**config.mk**
```make
export PLATFORM = sky130hd
export DESIGN_NAME = serial_alu_sequencer_flat
export DESIGN_NICKNAME = d
export VERILOG_FILES = /design/src/rtl/serial_alu_sequencer_pkg.sv /design/src/rtl/serial_alu_sequencer_if.sv /design/src/rtl/serial_alu_sequencer_shift_register_lsb.sv /design/src/rtl/serial_alu_sequencer.sv /design/src/flat_wrapper.sv
export SDC_FILE = /design/constraint.sdc
export NUM_CORES = 1
export LEC_CHECK = 0
export CAP_MARGIN = 20
export CORE_UTILIZATION = 45
export DETAILED_ROUTE_END_ITERATION = 10
export PLACE_DENSITY_LB_ADDON = 0.3
export SLEW_MARGIN = 20
export SYNTH_ARGS = -nofsm -noshare
export SYNTH_HDL_FRONTEND = slang
export SYNTH_SLANG_ARGS = --single-unit
```
**constraint.sdc**
```tcl
create_clock -name clk_i -period 3 [get_ports clk_i]
set_input_delay 0.6 -clock clk_i [delete_from_list [all_inputs] [get_ports clk_i]]
set_output_delay 0.6 -clock clk_i [all_outputs]
set_load 0.01 [all_outputs]
```
**src/rtl/serial_alu_sequencer_pkg.sv**
```systemverilog
// Shared types for serial_alu_sequencer: ALU control width and FSM states.
// Optional feature macro used by the block: SERIAL_ALU_CARRY_IN_EN.
package serial_alu_sequencer_pkg;

  localparam int CONTROL_WIDTH = 5;
  localparam int MUX_WIDTH     = 3;

  typedef enum logic [1:0] {
    IDLE  = 2'd0,
    SHIFT = 2'd1,
    DONE  = 2'd2
  } state_e;

endpackage

```
**src/rtl/serial_alu_sequencer_if.sv**
```systemverilog
// Bus between sequencer and its user/ALU: start, operands, result, bit-serial ALU link.
// slave = sequencer side; SERIAL_ALU_CARRY_IN_EN adds carry_in_i/borrow_in_i.
interface serial_alu_sequencer_if #(
  parameter int WIDTH = 8
);
  import serial_alu_sequencer_pkg::*;

  logic                     start_i;
  logic [WIDTH-1:0]         a_i;
  logic [WIDTH-1:0]         b_i;
  logic [CONTROL_WIDTH-1:0] f_i;
  logic                     busy_o;
  logic                     done_o;
  logic [WIDTH-1:0]         result_o;
  logic                     carry_o;
  logic                     borrow_o;
  logic                     alu_a_o;
  logic                     alu_b_o;
  logic                     alu_carry_o;
  logic                     alu_borrow_o;
  logic [CONTROL_WIDTH-1:0] alu_f_o;
  logic                     alu_result_i;
  logic                     alu_carry_i;
  logic                     alu_borrow_i;
`ifdef SERIAL_ALU_CARRY_IN_EN
  logic                     carry_in_i;
  logic                     borrow_in_i;

  modport slave (
    input  start_i, a_i, b_i, f_i,
    input  alu_result_i, alu_carry_i, alu_borrow_i,
    input  carry_in_i, borrow_in_i,
    output busy_o, done_o, result_o, carry_o, borrow_o,
    output alu_a_o, alu_b_o, alu_carry_o, alu_borrow_o, alu_f_o
  );

  modport master (
    output start_i, a_i, b_i, f_i,
    output alu_result_i, alu_carry_i, alu_borrow_i,
    output carry_in_i, borrow_in_i,
    input  busy_o, done_o, result_o, carry_o, borrow_o,
    input  alu_a_o, alu_b_o, alu_carry_o, alu_borrow_o, alu_f_o
  );
`else
  modport slave (
    input  start_i, a_i, b_i, f_i,
    input  alu_result_i, alu_carry_i, alu_borrow_i,
    output busy_o, done_o, result_o, carry_o, borrow_o,
    output alu_a_o, alu_b_o, alu_carry_o, alu_borrow_o, alu_f_o
  );

  modport master (
    output start_i, a_i, b_i, f_i,
    output alu_result_i, alu_carry_i, alu_borrow_i,
    input  busy_o, done_o, result_o, carry_o, borrow_o,
    input  alu_a_o, alu_b_o, alu_carry_o, alu_borrow_o, alu_f_o
  );
`endif

endinterface

```
**src/rtl/serial_alu_sequencer_shift_register_lsb.sv**
```systemverilog
// shift_register_lsb: WIDTH-bit right shift register with parallel load.
// Ports: clk_i, rst_i, load_i/load_val_i, shift_i/ser_i (into MSB), q_o.
module shift_register_lsb #(
  parameter int WIDTH = 8
) (
  input  logic             clk_i,
  input  logic             rst_i,
  input  logic             load_i,
  input  logic [WIDTH-1:0] load_val_i,
  input  logic             shift_i,
  input  logic             ser_i,
  output logic [WIDTH-1:0] q_o
);

  logic [WIDTH-1:0] q_q, q_d;

  always_comb begin
    q_d = q_q;
    if (load_i) begin
      q_d = load_val_i;
    end else if (shift_i) begin
      q_d = {ser_i, q_q[WIDTH-1:1]};
    end
  end

  always_ff @(posedge clk_i or posedge rst_i) begin
    if (rst_i) begin
      q_q <= '0;
    end else begin
      q_q <= q_d;
    end
  end

  assign q_o = q_q;

endmodule

```
**src/rtl/serial_alu_sequencer.sv**
```systemverilog
// Bit-serial sequencer feeding a 1-bit ALU LSB first; assembles WIDTH-bit result.
// Ports: clk_i, rst_i (async high), bus (slave); macro SERIAL_ALU_CARRY_IN_EN.
module serial_alu_sequencer
  import serial_alu_sequencer_pkg::*;
#(
  parameter int WIDTH = 8
) (
  input  logic                  clk_i,
  input  logic                  rst_i,
  serial_alu_sequencer_if.slave bus
);

  localparam int CW = $clog2(WIDTH);

  state_e                   state_q, state_d;
  logic [CW-1:0]            count_q, count_d;
  logic                     carry_q, carry_d;
  logic                     borrow_q, borrow_d;
  logic [CONTROL_WIDTH-1:0] f_q, f_d;
  logic [WIDTH-1:0]         a_q, b_q, res_q;
  logic                     accept, shift_en, last;
  logic                     cin, bin;

`ifdef SERIAL_ALU_CARRY_IN_EN
  assign cin = bus.carry_in_i;
  assign bin = bus.borrow_in_i;
`else
  assign cin = 1'b0;
  assign bin = 1'b0;
`endif

  assign accept   = (state_q == IDLE) && bus.start_i;
  assign shift_en = (state_q == SHIFT);
  assign last     = (count_q == CW'(WIDTH - 1));

  always_comb begin
    state_d  = state_q;
    count_d  = count_q;
    carry_d  = carry_q;
    borrow_d = borrow_q;
    f_d      = f_q;
    unique case (state_q)
      IDLE: begin
        if (bus.start_i) begin
          state_d  = SHIFT;
          count_d  = '0;
          carry_d  = cin;
          borrow_d = bin;
          f_d      = bus.f_i;
        end
      end
      SHIFT: begin
        carry_d  = bus.alu_carry_i;
        borrow_d = bus.alu_borrow_i;
        // hold the counter on the last bit so it never wraps
        if (last) begin
          state_d = DONE;
        end else begin
          count_d = count_q + 1'b1;
        end
      end
      DONE: state_d = IDLE;
      default: state_d = IDLE;
    endcase
  end

  always_ff @(posedge clk_i or posedge rst_i) begin
    if (rst_i) begin
      state_q  <= IDLE;
      count_q  <= '0;
      carry_q  <= 1'b0;
      borrow_q <= 1'b0;
      f_q      <= '0;
    end else begin
      state_q  <= state_d;
      count_q  <= count_d;
      carry_q  <= carry_d;
      borrow_q <= borrow_d;
      f_q      <= f_d;
    end
  end

  shift_register_lsb #(.WIDTH(WIDTH)) u_sr_a (
    .clk_i      (clk_i),
    .rst_i      (rst_i),
    .load_i     (accept),
    .load_val_i (bus.a_i),
    .shift_i    (shift_en),
    .ser_i      (1'b0),
    .q_o        (a_q)
  );

  shift_register_lsb #(.WIDTH(WIDTH)) u_sr_b (
    .clk_i      (clk_i),
    .rst_i      (rst_i),
    .load_i     (accept),
    .load_val_i (bus.b_i),
    .shift_i    (shift_en),
    .ser_i      (1'b0),
    .q_o        (b_q)
  );

  shift_register_lsb #(.WIDTH(WIDTH)) u_sr_res (
    .clk_i      (clk_i),
    .rst_i      (rst_i),
    .load_i     (accept),
    .load_val_i ({WIDTH{1'b0}}),
    .shift_i    (shift_en),
    .ser_i      (bus.alu_result_i),
    .q_o        (res_q)
  );

  assign bus.busy_o       = (state_q != IDLE);
  assign bus.done_o       = (state_q == DONE);
  assign bus.result_o     = res_q;
  assign bus.carry_o      = carry_q;
  assign bus.borrow_o     = borrow_q;
  assign bus.alu_a_o      = a_q[0];
  assign bus.alu_b_o      = b_q[0];
  assign bus.alu_carry_o  = carry_q;
  assign bus.alu_borrow_o = borrow_q;
  assign bus.alu_f_o      = f_q;

endmodule

```
**src/flat_wrapper.sv**
```systemverilog
// flat-port wrapper written by rule: the top's interface ports become plain ports
module serial_alu_sequencer_flat import serial_alu_sequencer_pkg::*;
#(
  parameter int WIDTH = 8
)
  (clk_i, rst_i, bus_start_i, bus_a_i, bus_b_i, bus_f_i, bus_alu_result_i, bus_alu_carry_i, bus_alu_borrow_i, bus_busy_o, bus_done_o, bus_result_o, bus_carry_o, bus_borrow_o, bus_alu_a_o, bus_alu_b_o, bus_alu_carry_o, bus_alu_borrow_o, bus_alu_f_o);
  serial_alu_sequencer_if #(.WIDTH(WIDTH)) bus_i ();
  input  logic clk_i;
  input  logic rst_i;
  input wire logic [$bits(bus_i.start_i)-1:0] bus_start_i;
  input wire logic [$bits(bus_i.a_i)-1:0] bus_a_i;
  input wire logic [$bits(bus_i.b_i)-1:0] bus_b_i;
  input wire logic [$bits(bus_i.f_i)-1:0] bus_f_i;
  input wire logic [$bits(bus_i.alu_result_i)-1:0] bus_alu_result_i;
  input wire logic [$bits(bus_i.alu_carry_i)-1:0] bus_alu_carry_i;
  input wire logic [$bits(bus_i.alu_borrow_i)-1:0] bus_alu_borrow_i;
  output wire logic [$bits(bus_i.busy_o)-1:0] bus_busy_o;
  output wire logic [$bits(bus_i.done_o)-1:0] bus_done_o;
  output wire logic [$bits(bus_i.result_o)-1:0] bus_result_o;
  output wire logic [$bits(bus_i.carry_o)-1:0] bus_carry_o;
  output wire logic [$bits(bus_i.borrow_o)-1:0] bus_borrow_o;
  output wire logic [$bits(bus_i.alu_a_o)-1:0] bus_alu_a_o;
  output wire logic [$bits(bus_i.alu_b_o)-1:0] bus_alu_b_o;
  output wire logic [$bits(bus_i.alu_carry_o)-1:0] bus_alu_carry_o;
  output wire logic [$bits(bus_i.alu_borrow_o)-1:0] bus_alu_borrow_o;
  output wire logic [$bits(bus_i.alu_f_o)-1:0] bus_alu_f_o;
  assign bus_i.start_i = bus_start_i;
  assign bus_i.a_i = bus_a_i;
  assign bus_i.b_i = bus_b_i;
  assign bus_i.f_i = bus_f_i;
  assign bus_i.alu_result_i = bus_alu_result_i;
  assign bus_i.alu_carry_i = bus_alu_carry_i;
  assign bus_i.alu_borrow_i = bus_alu_borrow_i;
  assign bus_busy_o = bus_i.busy_o;
  assign bus_done_o = bus_i.done_o;
  assign bus_result_o = bus_i.result_o;
  assign bus_carry_o = bus_i.carry_o;
  assign bus_borrow_o = bus_i.borrow_o;
  assign bus_alu_a_o = bus_i.alu_a_o;
  assign bus_alu_b_o = bus_i.alu_b_o;
  assign bus_alu_carry_o = bus_i.alu_carry_o;
  assign bus_alu_borrow_o = bus_i.alu_borrow_o;
  assign bus_alu_f_o = bus_i.alu_f_o;
  serial_alu_sequencer #(.WIDTH(WIDTH)) u_core (.clk_i(clk_i), .rst_i(rst_i), .bus(bus_i));
endmodule
```
# ---- Word level (Yosys, flattened, before mapping)
# Cells that the tools add are included.
dict set report totals {
  reg_bits 36
  in_bits 27
  out_inout_bits 21
  wordCells 39
}
dict set report op_classes {
  add_sub_neg 1
  eq_ne 6
  mux 15
  reduce_logical 9
}
# op count
set op_table {}
lappend op_table {{$mux W8} 6}
lappend op_table {{$mux W3} 2}
lappend op_table {{$ne A2 B2 Y1 const B} 3}
lappend op_table {{$pmux W3 S2} 1}
lappend op_table {{$reduce_and A2 Y1} 3}
lappend op_table {{$reduce_bool A2 Y1} 3}
lappend op_table {{$mux W2} 2}
lappend op_table {{$pmux W1 S2} 2}
lappend op_table {{$pmux W2 S2} 1}
lappend op_table {{$add A3 B1 Y3 const B} 1}
lappend op_table {{$eq A3 B3 Y1 const B} 1}
lappend op_table {{$reduce_and A3 Y1} 1}
lappend op_table {{$eq A2 B1 Y1 const B} 1}
lappend op_table {{$eq A2 B2 Y1 const B} 1}
lappend op_table {{$logic_not A2 Y1} 1}
lappend op_table {{$logic_and A1 B1 Y1} 1}
lappend op_table {{$mux W1} 1}

# ---- Longest topological paths before layout
# Gate-level depths: netlist of the first run.
dict set report depth {
  ltp_word 3
  depth_mapped 4
  mapped_depth_nobuf 4
}

# ---- Hierarchy
# A second synthesis of the first run with hierarchy kept.
dict set report unflattened {
  hier_cells 150
  area_unflattened_um2 1734.2
}
# module instances cells_each area_per_inst_um2 seq_area_each_um2
set by_module_without_submodules {}
lappend by_module_without_submodules {shift_register_lsb 3 35 376.6 200.2}
lappend by_module_without_submodules {serial_alu_sequencer 1 45 604.3 300.3}

# ---- Worst setup path before layout of the first run
# No wires, ideal clock.
dict set report synth_timing {
  path_type {register to output}
  start {register u_core.state_q[0]}
  end {output bus_busy_o}
  arrival_ns 1.049
  required_ns 2.400
  slack_ns 1.351
  stages_incl_launch_ff 4
  n_path_buf 2
  path_cell_list {dfrtp_1 buf_4 buf_2 or2_1}
}
dict set report synth_between {
  elab_chain_len 1
}
# item line_no
set synth_lines {}
lappend synth_lines {{start, declared} serial_alu_sequencer.sv:15} ;# state_e state_q, state_d;
lappend synth_lines {{start signal, assigned} serial_alu_sequencer.sv:75} ;# state_q <= state_d;
lappend synth_lines {{$reduce_bool A2 Y1} serial_alu_sequencer.sv:113} ;# assign bus.busy_o = (state_q != IDLE);
lappend synth_lines {{end, declared} flat_wrapper.sv:17} ;# output wire logic [$bits(bus_i.busy_o)-1:0] bus_busy_o;
# No other way between the ends.

# ---- Worst setup path in the final report of the first run
dict set report layout_timing {
  start {register u_core.state_q[0]}
  end {output bus_done_o}
}
dict set report layout_between {
  elab_chain_len 1
}
# item line_no
set layout_lines {}
lappend layout_lines {{$eq A2 B2 Y1} serial_alu_sequencer.sv:114} ;# assign bus.done_o = (state_q == DONE);
lappend layout_lines {{end, declared} flat_wrapper.sv:18} ;# output wire logic [$bits(bus_i.done_o)-1:0] bus_done_o;
# No other way between the ends.

==> results of run 1 <==
placed cells by master, fill, tap and decap left out, types with 3 or more instances in the layout:
cell and n:
sky130_fd_sc_hd__clkdlybuf4s50_1 47, sky130_fd_sc_hd__dfrtp_1 36, sky130_fd_sc_hd__inv_1 17, sky130_fd_sc_hd__nor4b_1 14, sky130_fd_sc_hd__nor2_1 10, sky130_fd_sc_hd__a22o_1 10, sky130_fd_sc_hd__a221oi_2 7, sky130_fd_sc_hd__mux2_1 5
sky130_fd_sc_hd__a221oi_1 5, sky130_fd_sc_hd__clkbuf_8 5, sky130_fd_sc_hd__buf_4 5, sky130_fd_sc_hd__and3_1 3, sky130_fd_sc_hd__a211o_1 3
sequential cells by signal (all words and copies together) (netlist names):
register / cells
u_core.bus.alu_borrow_o: 1
u_core.bus.alu_carry_o: 1
u_core.bus.alu_f_o: 5
u_core.count_q: 3
u_core.state_q: 2
u_core.u_sr_a.q_o: 8
u_core.u_sr_b.q_o: 8
u_core.u_sr_res.q_o: 8
worst max-delay path by stage:
stage | cells past startpoint | slack, ps | end
after detailed placement | 4 | 960 | u_core.u_sr_res.q_o[0]
after global placement | 4 | 1010 | u_core.u_sr_a.q_o[6]
after floorplan | 3 | 1350 | bus_busy_o
after global routing | 2 | 860 | bus_done_o
final | 2 | 910 | bus_done_o
after CTS | 2 | 900 | bus_done_o
power breakdown:
part / internal (mW) / switching, mW / total (mW) / leakage (nW)
Combinational: 0.542 / 0.447 / 0.989 / 0.516
Sequential: 0.706 / 0.138 / 0.844 / 0.439
Clock: 0.246 / 0.165 / 0.412 / 0.0552
Total: 1.49 / 0.751 / 2.25 / 1.01
cell families after synthesis:
kind of cell | Yosys count | share of synthesized area (%)
flops | 36 | 50.81
compound gates | 31 | 18.56
buf+inv | 32 | 8.962
simple gates | 42 | 17.08
fa+ha+maj | 2 | 1.411
mux | 5 | 3.175
per-stage QoR:
step	worst slack (ps)	instances	util [%]	power [mW]
2_1_floorplan	1351	148	-	1.492
3_3_place_gp	1012	233	60.44	1.794
3_5_place_dp	960.5	233	60.44	1.851
4_1_cts	903.9	241	63.33	2.269
5_1_grt	860.4	241	63.33	2.415
6_report	905.1	241	63.33	2.245
routing by layer:
| layer | GRT usage (%) | part of all wire, % | vias up |
|---|---|---|---|
| met2 | 32.03 | 50 | 42 |
| met1 | 23.09 | 44 | 651 |
| li1 | - | - | 625 |
| met4 | 8.056 | 1.6 | 0 |
| met5 | 0 | 0 | - |
| met3 | 5.106 | 4.6 | 6 |
cell type report:
class,count,area share [%]
sequential,36,38.28
multi-input combinational,80,30.30
timing repair buffer,52,21.58
clock buffer,6,3.083
inverter,17,2.711
tap,48,2.552
clock inverter,2,1.489
==> flow_summary.html, run 1 <==
<table>
<tr><th>Metric</th><th>Value</th></tr>
<tr><th colspan="2">Routing</th></tr>
<tr><td>Average via count per standard cell</td><td>around 5.5</td></tr>
<tr><td>1st-iter DRT viols</td><td>59</td></tr>
<tr><td>Number of iterations in the first detailed-routing pass</td><td>4</td></tr>
<tr><td>Routed vias</td><td>1324</td></tr>
<tr><td>Detail Route Antenna Nets</td><td>0</td></tr>
<tr><td>Routed length per instance</td><td>14.53 um</td></tr>
<tr><td>Final Routed Wirelength</td><td>3501 um</td></tr>
<tr><td>Final routed DRC violation total</td><td>0</td></tr>
<tr><th colspan="2">Yosys</th></tr>
<tr><td>Post-Syn Nets</td><td>177</td></tr>
<tr><td>Number of warnings issued by yosys</td><td>0</td></tr>
<tr><td>Synthesized area divided by synthesized cell count</td><td>11.98 um2</td></tr>
<tr><td>Total of flip-flops plus latches after synthesis</td><td>36</td></tr>
<tr><td>Distinct cell type count after synthesis</td><td>29</td></tr>
<tr><td>EDFF count, synth</td><td>0</td></tr>
<tr><td>Dominant synthesized flop cell</td><td>sky130_fd_sc_hd__dfrtp_1</td></tr>
<tr><td>Most common library cells after synthesis</td><td>sky130_fd_sc_hd__dfrtp_1, sky130_fd_sc_hd__inv_1, sky130_fd_sc_hd__nor4b_1, sky130_fd_sc_hd__a22o_1, sky130_fd_sc_hd__nor2_1</td></tr>
<tr><td>Sequential cell area fraction in the yosys report</td><td>50.81%</td></tr>
<tr><td>Post-synthesis cell area</td><td>0.001773 mm2</td></tr>
<tr><td>Synth top area share</td><td>50.81%</td></tr>
<tr><td>Cell types with the largest area share after synthesis</td><td>sky130_fd_sc_hd__dfrtp_1, sky130_fd_sc_hd__nor4b_1, sky130_fd_sc_hd__a221oi_2</td></tr>
<tr><td>Most used standard cell by instance count after synthesis</td><td>sky130_fd_sc_hd__dfrtp_1</td></tr>
<tr><td>Share of flip-flops with an asynchronous set or reset after synthesis</td><td>100.0%</td></tr>
<tr><td>Cell count after synthesis</td><td>148</td></tr>
<tr><td>Synth area leader</td><td>sky130_fd_sc_hd__dfrtp_1</td></tr>
<tr><th colspan="2">Timing</th></tr>
<tr><td>Post-layout minimum cycle time</td><td>2095 ps</td></tr>
<tr><td>Worst-Margin Slew</td><td>441.1 ps</td></tr>
<tr><td>Final Setup Violations</td><td>0</td></tr>
<tr><td>Peak Freq</td><td>477.4 MHz</td></tr>
<tr><td>Slew HR</td><td>a little over two thirds</td></tr>
<tr><td>Pins over their slew limit</td><td>0</td></tr>
<tr><td>RSZ-0062 raised after global routing</td><td>false</td></tr>
<tr><td>Clock skew after layout</td><td>between 2 and 2.5 ps</td></tr>
<tr><td>Sum of negative setup slack</td><td>0 ps</td></tr>
<tr><td>Final-report hold violation count</td><td>0</td></tr>
<tr><td>Final hold slack</td><td>494.1 ps</td></tr>
<tr><td>Share of the clock period used by the worst path after layout</td><td>a little over two thirds</td></tr>
<tr><th colspan="2">Clock network</th></tr>
<tr><td>Clock insertion delay at the later pin of the skew report</td><td>280 ps</td></tr>
<tr><td>CTS H-Tree Depth</td><td>2</td></tr>
<tr><td>CTS max path bufs</td><td>2</td></tr>
<tr><td>Buffer type at the clock tree root</td><td>sky130_fd_sc_hd__clkbuf_8</td></tr>
<tr><td>Clock tree from TritonCTS</td><td>yes</td></tr>
<tr><td>Post-cts resize count</td><td>0</td></tr>
<tr><td>Number of buffers inserted during clock tree synthesis</td><td>5</td></tr>
<tr><td>Clock slew seen by the registers of the worst setup and hold paths</td><td>70 ps</td></tr>
<tr><td>Hold buffers post-CTS</td><td>0</td></tr>
<tr><td>Setup Buffers After CTS</td><td>0</td></tr>
<tr><td>Clock Sink Count</td><td>36</td></tr>
<tr><th colspan="2">Placed design</th></tr>
<tr><td>Post-Place Cell Area</td><td>0.002246 mm2</td></tr>
<tr><td>GP Congestion</td><td>approximately 0.73</td></tr>
<tr><td>HPWL Detailed</td><td>approximately 2400 um</td></tr>
<tr><td>Buffers on Ports</td><td>47</td></tr>
<tr><th colspan="2">Critical path</th></tr>
<tr><td>Critical path's largest stage delay</td><td>~570 ps</td></tr>
<tr><td>Launching element type of the critical path</td><td>flip-flop</td></tr>
<tr><td>Worst path cell trace</td><td>nor2b_1 &gt; clkdlybuf4s50_1</td></tr>
<tr><td>Cell with the largest stage delay on the worst path</td><td>sky130_fd_sc_hd__clkdlybuf4s50_1</td></tr>
<tr><td>Worst R2R Start</td><td>u_core.state_q[0]</td></tr>
<tr><td>Startpoint of the most critical setup path</td><td>u_core.state_q[0]</td></tr>
<tr><td>Flop-to-flop setup slack</td><td>1310 ps</td></tr>
<tr><td>Endpoint required time on the critical path</td><td>2400 ps</td></tr>
<tr><td>Arrival @ worst endpoint</td><td>between 1000 and 1500 ps</td></tr>
<tr><td>Total buffers and inverters traversed by the critical path</td><td>1</td></tr>
<tr><td>Cells on worst reg2reg path</td><td>4</td></tr>
<tr><td>Dominant delay contributor by cell family on the critical path</td><td>buffers and inverters</td></tr>
<tr><td>Largest fanout of any net on the critical path</td><td>4</td></tr>
<tr><td>Critical R2R Capture</td><td>u_core.u_sr_res.q_o[0]</td></tr>
<tr><td>Start-to-end type of the worst setup path</td><td>flip-flop to output port</td></tr>
<tr><td>Kind of capture point of the worst setup path</td><td>output port</td></tr>
<tr><th colspan="2">Power</th></tr>
<tr><td>P per Cell Area</td><td>approximately 950 mW/mm2</td></tr>
<tr><td>Worst-case vdd ir drop</td><td>0.4235 mV</td></tr>
<tr><td>Leakage dissipation</td><td>1.010 nW</td></tr>
<tr><th colspan="2">GRT</th></tr>
<tr><td>Overall Global Routing Usage</td><td>a little under a fifth</td></tr>
<tr><td>Via count of the first global-routing pass</td><td>1399</td></tr>
<tr><td>Maximum number of pins on one net before global-route repair</td><td>39</td></tr>
<tr><td>Antenna violations before repair</td><td>0</td></tr>
<tr><td>Global-route wire length before repair</td><td>6092 um</td></tr>
<tr><td>Total grt overflow</td><td>0</td></tr>
<tr><th colspan="2">Cells and area</th></tr>
<tr><td>Share of layout cells above drive strength 1</td><td>12.44%</td></tr>
<tr><td>Number of fill cells</td><td>about 300</td></tr>
<tr><td>Fin area</td><td>around 0.0024 mm2</td></tr>
<tr><td>Antenna diode count</td><td>0</td></tr>
<tr><td>Nets</td><td>221</td></tr>
<tr><td>Area of the multi-input gates</td><td>713.2 um2</td></tr>
<tr><td>Flip-flop and latch area</td><td>900.9 um2</td></tr>
<tr><td>Post-synthesis to final-layout area growth</td><td>32.75%</td></tr>
<tr><th colspan="2">Floorplan</th></tr>
<tr><td>Die Height</td><td>~65 um</td></tr>
<tr><td>Initial standard-cell utilization of the core</td><td>47.71%</td></tr>
<tr><td>Die X</td><td>approximately 65 um</td></tr>
<tr><td>Std-Cell Core Area</td><td>0.003716 mm2</td></tr>
<tr><td>Std-Cell Rows</td><td>22</td></tr>
<tr><td>DIE AREA</td><td>0.004195 mm2</td></tr>
<tr><td>Number of top-level design ports</td><td>48</td></tr>
<tr><th colspan="2">Min path</th></tr>
<tr><td>Hold-critical path endpoint</td><td>u_core.bus.alu_f_o[4]</td></tr>
<tr><td>Min-Delay Path Depth</td><td>1</td></tr>
<tr><td>Class of the tightest hold or removal check</td><td>flip-flop to flip-flop</td></tr>
<tr><td>Worst min-delay path startpoint</td><td>u_core.bus.alu_f_o[4]</td></tr>
<tr><th colspan="2">Run</th></tr>
<tr><td>Max-cap violations</td><td>0</td></tr>
<tr><th colspan="2">Status</th></tr>
<tr><td>Run status</td><td>complete, no violations</td></tr>
</table>
Note: power is estimated with default switching activity, not from simulation.
==> inputs of run 2 (changes only) <==
--- a/config.mk
+++ b/config.mk
@@ -6,7 +6,7 @@
 export NUM_CORES = 1
 export LEC_CHECK = 0
 export CAP_MARGIN = 20
-export CORE_UTILIZATION = 45
+export CORE_UTILIZATION = 43
 export DETAILED_ROUTE_END_ITERATION = 10
 export PLACE_DENSITY_LB_ADDON = 0.3
 export SLEW_MARGIN = 20
==> constraint.sdc (replaced) <==
create_clock -name clk_i -period 1.9 [get_ports clk_i]
set_input_delay 0.38 -clock clk_i [delete_from_list [all_inputs] [get_ports clk_i]]
set_output_delay 0.38 -clock clk_i [all_outputs]
set_load 0.01 [all_outputs]
==> run 2 against run 1 <==
  * Non-clock buffer count increased by 1
  * Via count increased by 2.8%
  * Final area increased by 0.85%
  * Register-to-register slack got worse by 950 ps
  * Flip-flop and latch count unchanged
  * Sequential share of layout area fell by 0.32 points
  * Largest power group unchanged
==> flow_summary.html, run 2 (synthesis results as in run 1) <==
<table>
<tr><th>Metric</th><th>Value</th></tr>
<tr><th colspan="2">Status</th></tr>
<tr><td>Run status</td><td>complete, no violations</td></tr>
<tr><th colspan="2">Cells and area</th></tr>
<tr><td>Post-synthesis to final-layout area growth</td><td>33.87%</td></tr>
<tr><td>Nets</td><td>222</td></tr>
<tr><td>Layout Utilization</td><td>62.48%</td></tr>
<tr><td>Most common cell after layout, fill and taps aside</td><td>sky130_fd_sc_hd__clkdlybuf4s50_1</td></tr>
<tr><td>Share of layout cells above drive strength 1</td><td>between 10% and 20%</td></tr>
<tr><td>Number of fill cells</td><td>305</td></tr>
<tr><td>Antenna diode count</td><td>0</td></tr>
<tr><td>Commonest non-fill, non-tap cells in the layout</td><td>sky130_fd_sc_hd__clkdlybuf4s50_1, sky130_fd_sc_hd__dfrtp_1, sky130_fd_sc_hd__inv_1</td></tr>
<tr><th colspan="2">Critical path</th></tr>
<tr><td>Worst path cell trace</td><td>or2_1 &gt; clkdlybuf4s50_1</td></tr>
<tr><td>Arrival @ worst endpoint</td><td>1410 ps</td></tr>
<tr><td>Endpoint required time on the critical path</td><td>1520 ps</td></tr>
<tr><td>Cell with the largest stage delay on the worst path</td><td>sky130_fd_sc_hd__clkdlybuf4s50_1</td></tr>
<tr><td>Kind of capture point of the worst setup path</td><td>output port</td></tr>
<tr><td>Dominant delay contributor by cell family on the critical path</td><td>buffers and inverters</td></tr>
<tr><td>Launching element type of the critical path</td><td>flip-flop</td></tr>
<tr><td>Start-to-end type of the worst setup path</td><td>flip-flop to output port</td></tr>
<tr><td>Largest fanout of any net on the critical path</td><td>4</td></tr>
<tr><td>Total buffers and inverters traversed by the critical path</td><td>1</td></tr>
<tr><td>Critical path's largest stage delay</td><td>about 480 ps</td></tr>
<tr><th colspan="2">GRT</th></tr>
<tr><td>Antenna violations before repair</td><td>0</td></tr>
<tr><td>Maximum number of pins on one net before global-route repair</td><td>40</td></tr>
<tr><td>Global-route wire length before repair</td><td>6279 um</td></tr>
<tr><td>Total grt overflow</td><td>0</td></tr>
<tr><td>Overall Global Routing Usage</td><td>between 10% and 20%</td></tr>
<tr><td>Via count of the first global-routing pass</td><td>1372</td></tr>
<tr><th colspan="2">Placed design</th></tr>
<tr><td>HPWL Detailed</td><td>2614 um</td></tr>
<tr><td>Buffers on Ports</td><td>47</td></tr>
<tr><td>Worst setup timing slack at the placement stage</td><td>119.6 ps</td></tr>
<tr><td>GP Congestion</td><td>between 0.7 and 0.8</td></tr>
<tr><th colspan="2">Timing</th></tr>
<tr><td>Post-layout minimum cycle time</td><td>~1800 ps</td></tr>
<tr><td>Sum of negative setup slack</td><td>0 ps</td></tr>
<tr><td>Clock skew after layout</td><td>~8 ps</td></tr>
<tr><td>Worst-Margin Slew</td><td>467.3 ps</td></tr>
<tr><td>RSZ-0062 raised after global routing</td><td>false</td></tr>
<tr><td>Slack of the critical path</td><td>between 100 and 150 ps</td></tr>
<tr><td>Peak Freq</td><td>559.2 MHz</td></tr>
<tr><td>Final Setup Violations</td><td>0</td></tr>
<tr><td>Final-report hold violation count</td><td>0</td></tr>
<tr><td>Final hold slack</td><td>496.0 ps</td></tr>
<tr><td>Share of the clock period used by the worst path after layout</td><td>94.12%</td></tr>
<tr><td>Slew HR</td><td>68.84%</td></tr>
<tr><td>Pins over their slew limit</td><td>0</td></tr>
<tr><th colspan="2">Clock network</th></tr>
<tr><td>CTS H-Tree Depth</td><td>2</td></tr>
<tr><td>Buffer type at the clock tree root</td><td>sky130_fd_sc_hd__clkbuf_8</td></tr>
<tr><td>Hold buffers post-CTS</td><td>0</td></tr>
<tr><td>Clock tree from TritonCTS</td><td>yes</td></tr>
<tr><td>Clock slew seen by the registers of the worst setup and hold paths</td><td>roughly 70 ps</td></tr>
<tr><td>Clock Sink Count</td><td>36</td></tr>
<tr><td>Number of buffers inserted during clock tree synthesis</td><td>5</td></tr>
<tr><td>CTS max path bufs</td><td>2</td></tr>
<tr><td>Clock insertion delay at the later pin of the skew report</td><td>290 ps</td></tr>
<tr><td>Post-cts resize count</td><td>0</td></tr>
<tr><td>Setup Buffers After CTS</td><td>0</td></tr>
<tr><th colspan="2">Run</th></tr>
<tr><td>Max-cap violations</td><td>0</td></tr>
<tr><th colspan="2">Routing</th></tr>
<tr><td>1st-iter DRT viols</td><td>between 40 and 50</td></tr>
<tr><td>Routed length per instance</td><td>15.36 um</td></tr>
<tr><td>Detail Route Antenna Nets</td><td>0</td></tr>
<tr><td>Final Routed Wirelength</td><td>around 3700 um</td></tr>
<tr><td>Final routed DRC violation total</td><td>0</td></tr>
<tr><td>Number of iterations in the first detailed-routing pass</td><td>4</td></tr>
<tr><td>Average via count per standard cell</td><td>around 5.6</td></tr>
<tr><td>Routed vias</td><td>about 1400</td></tr>
<tr><th colspan="2">Power</th></tr>
<tr><td>Internal power</td><td>2.389 mW</td></tr>
<tr><td>Combinational power share</td><td>44.8%</td></tr>
<tr><td>Part of the power in registers</td><td>a little under two fifths</td></tr>
<tr><td>Leakage dissipation</td><td>approximately 1.0 nW</td></tr>
<tr><td>Worst-case vdd ir drop</td><td>0.8057 mV</td></tr>
<tr><td>Power Total</td><td>3.602 mW</td></tr>
<tr><td>Switching fraction of total power</td><td>33.67%</td></tr>
<tr><td>P per Cell Area</td><td>1518 mW/mm2</td></tr>
<tr><td>Portion of total power attributed to the clock network</td><td>18.0%</td></tr>
<tr><td>Net Switching</td><td>around 1.2 mW</td></tr>
<tr><th colspan="2">Floorplan</th></tr>
<tr><td>Die X</td><td>66.21 um</td></tr>
<tr><td>Number of top-level design ports</td><td>48</td></tr>
<tr><td>Die Height</td><td>66.21 um</td></tr>
<tr><td>Std-Cell Rows</td><td>22</td></tr>
<tr><td>Std-Cell Core Area</td><td>between 0.003 and 0.004 mm2</td></tr>
<tr><td>Initial standard-cell utilization of the core</td><td>roughly 47%</td></tr>
<tr><td>DIE AREA</td><td>between 0.004 and 0.005 mm2</td></tr>
<tr><th colspan="2">Min path</th></tr>
<tr><td>Class of the tightest hold or removal check</td><td>input pin to async pin</td></tr>
</table>
-- run 2: cell types whose count changed in the layout (fill, tap and decap cells not counted) --
cell,previous run,this run
sky130_fd_sc_hd__buf_12,0,1
-- run 2: worst register-to-register path: stages (launching register included) --
cell,delay (ps)
sky130_fd_sc_hd__dfrtp_1,360
sky130_fd_sc_hd__buf_4,390
sky130_fd_sc_hd__and2b_1,490
sky130_fd_sc_hd__a221oi_1,140
-- run 2: layer usage --
layer	GRT usage, %	share of wire (%)
met3	5.690	5.0
met5	0	0
met2	33.16	53
met4	5.585	0.62
met1	23.78	42
-- run 2: final cells by class --
cell class              instances  area [um2]  share of cell area [%]
clock inverters                 2       35.03                   1.476
inverters                      17       63.81                   2.688
well taps                      48       60.06                   2.530
multi-input cells              80       713.2                   30.05
repair buffers                 53       528.0                   22.25
clock buffers                   6       72.57                   3.057
flip-flops and latches         36       900.9                   37.95
-- run 2: path summary, 6_finish.rpt --
check                                      from                     to  slack [ps]  cells past startpoint
min in group clk_i         u_core.u_sr_a.q_o[7]   u_core.u_sr_a.q_o[7]         500                      2
min                                       rst_i  u_core.bus.alu_f_o[3]         500                      3
max                           u_core.state_q[1]             bus_busy_o         110                      2
min reg2reg                u_core.u_sr_a.q_o[7]   u_core.u_sr_a.q_o[7]         500                      2
max reg2reg                   u_core.state_q[0]   u_core.u_sr_b.q_o[6]         360                      3
max in group asynchronous                 rst_i   u_core.u_sr_b.q_o[2]        1080                      3
-- run 2: power groups by stage --
| stage | Combinational, mW | Clock [mW] | Sequential (mW) |
|---|---|---|---|
| 2_1_floorplan | 0.975 | 0 | 1.38 |
| 3_3_place_gp | 1.56 | 0 | 1.32 |
| 3_5_place_dp | 1.64 | 0 | 1.35 |
| 4_1_cts | 1.64 | 0.669 | 1.34 |
| 5_1_grt | 1.78 | 0.710 | 1.38 |
| 6_report | 1.61 | 0.648 | 1.34 |
-- run 2: metrics by stage --
stage,area (um2),cells
finish,2374,242
global route,2374,242
CTS,2374,242
detailed placement,2266,234
global placement,2266,234
floorplan,1773,148
